File: src/rtl/multicycle_controller.sv
// Multicycle datapath control FSM: fetch/decode/execute sequencing with a
// bounded memory handshake wait and a sticky fault state.
module multicycle_controller #(
  parameter int unsigned MEM_TIMEOUT = 15,
  parameter bit          JUMP_EN     = 1'b1
) (
  input  logic       Clk,
  input  logic       Rst,
  input  logic [5:0] oprtn,
  input  logic [5:0] fcn,
  input  logic       MemAck,
  input  logic       Zero,
  output logic       PCWrite,
  output logic       IorD,
  output logic       IRWrite,
  output logic       MemRd,
  output logic       MemWrt,
  output logic       MemtReg,
  output logic       RgWrt,
  output logic       destReg,
  output logic       ALUScA,
  output logic [1:0] ALUScB,
  output logic [1:0] PCSrc,
  output logic [3:0] ALUOperation,
  output logic       Fault,
  output logic [3:0] State
);

  localparam logic [3:0] StFetch  = 4'd0;
  localparam logic [3:0] StDecode = 4'd1;
  localparam logic [3:0] StMemAdr = 4'd2;
  localparam logic [3:0] StMemRd  = 4'd3;
  localparam logic [3:0] StMemWb  = 4'd4;
  localparam logic [3:0] StMemWr  = 4'd5;
  localparam logic [3:0] StExec   = 4'd6;
  localparam logic [3:0] StAluWb  = 4'd7;
  localparam logic [3:0] StBranch = 4'd8;
  localparam logic [3:0] StJump   = 4'd9;
  localparam logic [3:0] StImmEx  = 4'd10;
  localparam logic [3:0] StImmWb  = 4'd11;
  localparam logic [3:0] StFault  = 4'd15;

  localparam logic [5:0] OpRType = 6'b000000;
  localparam logic [5:0] OpJ     = 6'b000010;
  localparam logic [5:0] OpBeq   = 6'b000100;
  localparam logic [5:0] OpAddi  = 6'b001000;
  localparam logic [5:0] OpLw    = 6'b100011;
  localparam logic [5:0] OpSw    = 6'b101011;

  localparam logic [5:0] FnAdd = 6'b100000;
  localparam logic [5:0] FnSub = 6'b100010;
  localparam logic [5:0] FnAnd = 6'b100100;
  localparam logic [5:0] FnOr  = 6'b100101;
  localparam logic [5:0] FnSlt = 6'b101010;

  localparam logic [3:0] AluAnd = 4'b0000;
  localparam logic [3:0] AluOr  = 4'b0001;
  localparam logic [3:0] AluAdd = 4'b0010;
  localparam logic [3:0] AluSub = 4'b0110;
  localparam logic [3:0] AluSlt = 4'b0111;

  localparam logic [8:0] TimeoutW = 9'(MEM_TIMEOUT);

  logic [3:0] state_q, state_d;
  logic [7:0] cnt_q, cnt_d;
  // Low from reset until the first clock edge after release; holds off all requests.
  logic       run_q;

  logic       fn_valid;
  logic [3:0] fn_aluop;
  logic       in_wait;
  logic       wait_expired;

  always_comb begin
    fn_valid = 1'b1;
    fn_aluop = AluAnd;
    case (fcn)
      FnAdd:   fn_aluop = AluAdd;
      FnSub:   fn_aluop = AluSub;
      FnAnd:   fn_aluop = AluAnd;
      FnOr:    fn_aluop = AluOr;
      FnSlt:   fn_aluop = AluSlt;
      default: fn_valid = 1'b0;
    endcase
  end

  assign in_wait      = (state_q == StFetch) || (state_q == StMemRd) || (state_q == StMemWr);
  // Expires on the cycle the count would reach the limit; a MemAck that cycle still wins.
  assign wait_expired = ({1'b0, cnt_q} + 9'd1) >= TimeoutW;

  always_comb begin
    state_d = state_q;
    cnt_d   = cnt_q;
    if (run_q) begin
      case (state_q)
        StFetch: begin
          if (MemAck) begin
            state_d = StDecode;
          end else if (wait_expired) begin
            state_d = StFault;
          end
        end
        StDecode: begin
          case (oprtn)
            OpLw, OpSw: state_d = StMemAdr;
            OpRType:    state_d = StExec;
            OpBeq:      state_d = StBranch;
            OpAddi:     state_d = StImmEx;
            OpJ:        state_d = JUMP_EN ? StJump : StFault;
            default:    state_d = StFault;
          endcase
        end
        StMemAdr: state_d = (oprtn == OpLw) ? StMemRd : StMemWr;
        StMemRd: begin
          if (MemAck) begin
            state_d = StMemWb;
          end else if (wait_expired) begin
            state_d = StFault;
          end
        end
        StMemWr: begin
          if (MemAck) begin
            state_d = StFetch;
          end else if (wait_expired) begin
            state_d = StFault;
          end
        end
        StMemWb:  state_d = StFetch;
        StExec:   state_d = fn_valid ? StAluWb : StFault;
        StAluWb:  state_d = StFetch;
        StBranch: state_d = StFetch;
        StJump:   state_d = StFetch;
        StImmEx:  state_d = StImmWb;
        StImmWb:  state_d = StFetch;
        StFault:  state_d = StFault;
        default:  state_d = StFault;
      endcase
      // Any transition clears the counter, so it always starts at zero on wait-state entry.
      cnt_d = (in_wait && (state_d == state_q)) ? cnt_q + 8'd1 : 8'd0;
    end
  end

  always_ff @(posedge Clk or negedge Rst) begin
    if (!Rst) begin
      state_q <= StFetch;
      cnt_q   <= 8'd0;
      run_q   <= 1'b0;
    end else begin
      state_q <= state_d;
      cnt_q   <= cnt_d;
      run_q   <= 1'b1;
    end
  end

  always_comb begin
    PCWrite      = 1'b0;
    IorD         = 1'b0;
    IRWrite      = 1'b0;
    MemRd        = 1'b0;
    MemWrt       = 1'b0;
    MemtReg      = 1'b0;
    RgWrt        = 1'b0;
    destReg      = 1'b0;
    ALUScA       = 1'b0;
    ALUScB       = 2'd0;
    PCSrc        = 2'd0;
    ALUOperation = AluAnd;
    case (state_q)
      StFetch: begin
        MemRd        = 1'b1;
        ALUScB       = 2'd1;
        ALUOperation = AluAdd;
        PCWrite      = MemAck;
        IRWrite      = MemAck;
      end
      StDecode: begin
        ALUScB       = 2'd3;
        ALUOperation = AluAdd;
      end
      StMemAdr, StImmEx: begin
        ALUScA       = 1'b1;
        ALUScB       = 2'd2;
        ALUOperation = AluAdd;
      end
      StMemRd: begin
        MemRd = 1'b1;
        IorD  = 1'b1;
      end
      StMemWr: begin
        MemWrt = 1'b1;
        IorD   = 1'b1;
      end
      StMemWb: begin
        RgWrt   = 1'b1;
        MemtReg = 1'b1;
      end
      StExec: begin
        ALUScA       = 1'b1;
        ALUOperation = fn_aluop;
      end
      StAluWb: begin
        RgWrt   = 1'b1;
        destReg = 1'b1;
      end
      StImmWb: RgWrt = 1'b1;
      StBranch: begin
        ALUScA       = 1'b1;
        ALUOperation = AluSub;
        PCSrc        = 2'd1;
        PCWrite      = Zero;
      end
      StJump: begin
        PCSrc   = 2'd2;
        PCWrite = 1'b1;
      end
      default: ;
    endcase
    if (!run_q) begin
      PCWrite = 1'b0;
      IRWrite = 1'b0;
      RgWrt   = 1'b0;
      MemWrt  = 1'b0;
      MemRd   = 1'b0;
    end
  end

  assign Fault = (state_q == StFault);
  assign State = state_q;

endmodule
File: config.mk
export PLATFORM = sky130hd
export DESIGN_NAME = multicycle_controller
export DESIGN_NICKNAME = d
export VERILOG_FILES = /design/src/rtl/multicycle_controller.sv
export SDC_FILE = /design/constraint.sdc
export NUM_CORES = 1
export LEC_CHECK = 0
export BUFFER_PORTS_ARGS = -buffer_cell sky130_fd_sc_hd__buf_2
export CORE_MARGIN = 8
export CORE_UTILIZATION = 56
export DETAILED_ROUTE_END_ITERATION = 10
export PLACE_DENSITY_LB_ADDON = 0.1
export SYNTH_ARGS = -nofsm -noshare
export SYNTH_HDL_FRONTEND = slang
export SYNTH_SLANG_ARGS = --single-unit
File: constraint.sdc
create_clock -name Clk -period 4.32 [get_ports Clk]
set_input_delay 0.432 -clock Clk [delete_from_list [all_inputs] [get_ports Clk]]
set_output_delay 0.432 -clock Clk [all_outputs]
set_load 0.005 [all_outputs]
==> impl_results.md <==
- Status: finished clean
- Gr usage total: between 10% and 20%
- Maximum vdd drop: about 0.35 mV
- Core Area: around 0.0022 mm²
- Hold Crit Class: input port to asynchronous set/reset pin
- Unique cell type count in the Yosys netlist: 50
- Largest family of logic cells by synthesized area: simple AND/OR/NAND/NOR gates
- Cell area after layout: roughly 0.0015 mm²
- Iter 0 DRT Violations: roughly 70
- Area after DPL: approximately 0.0015 mm²
- Syn Nets: 199
- Clk_lat worst skew: between 0.2 and 0.3 ns
- DP Worst Slack: between 1.5 and 2 ns
- Row count: 17
- Synth Register Bits: 13
- Port Buf Inserts: 36
- Final Max Tran Viols: 0
- Post-synth EDFFs: 0
- Synthesis-to-finish area growth: 14.7%
- Nets@finish: about 230
- Placer Congestion: a little over 1
- Cts hold-fix bufs: 0
- Leading cell types by total area after synthesis: dfrtp_1, nor2_1, a21oi_1
- Synthesized area: between 0.001 and 0.0015 mm²
- Die Span X: 64.7 µm
- Final std cells w/o fill: 238
- DR vias/cell: about 6.1
- Synth cell count leaders: nor2_1, dfrtp_1, a21oi_1, o21ai_0, nand2_1
- Starting Density: about three fifths
- First-pass GRT wire length: ~5.9 mm
- Seq/Total Area, Yosys: between 20% and 30%
- Largest net degree at the start of global routing: 26
- Crit share post-route: between 60% and 70%
- Headroom to the max-slew limit: 48.2%
- Achievable Freq: between 0.3 and 0.4 GHz
- DR pass1 iterations: 4
- Required time worst endpoint: between 4 and 5 ns
- Crit Path Class: flip-flop to flip-flop
- Yosys synthesis warning count: 0
- Final min period: around 2.7 ns
- Clk sinks: 13
- CTS tree: built
- Critical path arrival: 2.91 ns
- Synthesized instance count: 181
- Post-Place Cells: 234
- RSZ-0062 raised after global routing: false
- Clock-pin slew on the worst setup and hold paths: 0.08 ns
- Share of the synthesized area in the top cell type: approximately 25%
- Final Power: 0.810 mW
- Setup bufs post-CTS: 0
- Most common flop cell mapped by yosys: dfrtp_1
- Max_cap viols: 0
- Total CTS buffers: 3
- Leakage power total: approximately 0.7 nW
- DR WL/cell: about 15 µm
- Vias in the first global route: ~1,400
- Residual DRC count: 0
- Chip height: between 60 and 70 µm
- Final Hold Viols: 0
- Hold slack final: roughly 0.018 ns
- Setup WS post-layout: 1.64 ns
- Layout cells sized above 1: ~22%
- Post-CTS Resized: 0
- Number of routed nets with antenna violations: 0
- Final setup viols: 0
- Crit path capture type: flip-flop
- CTS max path bufs: 2
- Top-count cell post-synth: nor2_1
- Crit-path max FO: 7
- I/O pins: 38
- ANT cells: 0
- Gr ovfl total: 0
- Core Util, Final: approximately two thirds
- Avg Cell Area, Syn: ~7.3 µm²
- Synth Area in Adders: ~2.7%
- Die ar.: between 0.004 and 0.005 mm²
- Pwr Density: ~530 mW/mm²
- Post-Synth Simple-Gate Area: around 32%
- Total number of vias: between 1,000 and 1,500
- Clock skew: 0.00657 ns
- Synth Area in Compound Gates: 30.9%
- Area leader, netlist: dfrtp_1
- Initial antenna violation count: 0
- Worst Tran Pin Value: between 0.7 and 0.8 ns
- Async SR Flop Fraction: 100%
- Post-route setup TNS: 0 ns
- Post-DP HPWL: around 2.7 mm
- Htree depth: 1
- Post-synthesis mux area share: 1.51%
- Post-Route WL: 3.50 mm
- Startpoint Class: flip-flop
- Root buf cell: clkbuf_4
- Synth Area in XOR/XNOR: 1.98%
-- worst paths after layout --
kind,from,to,slack [ns],depth (start not counted)
hold reg to reg,cnt_q[6]$_DFFE_PN0P_,cnt_q[6]$_DFFE_PN0P_,0.58,1
max in group asynchronous,Rst,cnt_q[2]$_DFFE_PN0P_,4.07,1
hold / removal,Rst,cnt_q[0]$_DFFE_PN0P_,0.02,1
min in group Clk,cnt_q[6]$_DFFE_PN0P_,cnt_q[6]$_DFFE_PN0P_,0.58,1
setup reg to reg,cnt_q[0]$_DFFE_PN0P_,cnt_q[3]$_DFFE_PN0P_,1.64,9
setup / recovery,cnt_q[0]$_DFFE_PN0P_,cnt_q[3]$_DFFE_PN0P_,1.64,9
-- final cells by class --
class / count / area (µm²)
multi-input cells: 150 / 928
fillers: 219 / 711
flip-flops and latches: 13 / 325
repair buffers: 36 / 180
well taps: 28 / 35.0
inverters: 7 / 26.3
clock buffers: 3 / 22.5
clock inverters: 1 / 5.00
-- flip-flops by register name, summed over array words and instances, names as in the netlist --
name,flops
cnt_q,8
State,4
run_q,1
-- cells in the final DEF, fill, tap and decap left out, types with 3 or more instances in the layout --
cell type / n
nor3b_1: 3
dfrtp_1: 13
nor3_1: 9
and3_1: 4
o22ai_1: 3
nand2_1: 11
inv_1: 6
nand2b_1: 8
o21ai_0: 12
o31ai_1: 3
a21boi_0: 3
nand3_1: 6
buf_2: 36
o21a_1: 3
nor2_1: 20
clkbuf_4: 3
a21oi_1: 12
a31oi_1: 4
o21bai_1: 3
nor2b_1: 7
-- layer usage --
metal	vias to the layer above	global-route usage (%)	wire [µm]
met5	-	0	0
met4	0	4.63	15
met3	3	5.15	255
met2	43	26.7	1640
met1	679	21.9	1590
li1	720	-	-
-- critical path: stages, from the launching register on --
cell	delay [ns]
dfrtp_1	0.45
inv_1	0.12
ha_1	0.24
o21bai_1	0.17
maj3_2	0.32
a2111oi_2	0.44
o21ai_0	0.17
a221oi_2	0.40
and3_1	0.21
a221o_1	0.10
-- logic make-up after synthesis --
logic type	after synthesis
AND/OR/NAND/NOR	79
AO/OA/AOI/OAI	61
buffers and inverters	18
flip-flops	13
adder cells (fa/ha/maj)	3
XOR/XNOR	3
other	2
multiplexers	2
-- power breakdown --
group          internal (mW)  switching (mW)
logic                  0.226           0.254
registers              0.142           0.112
clock network         0.0344          0.0408
total                  0.403           0.407
Power figures use the tool's default switching activity.
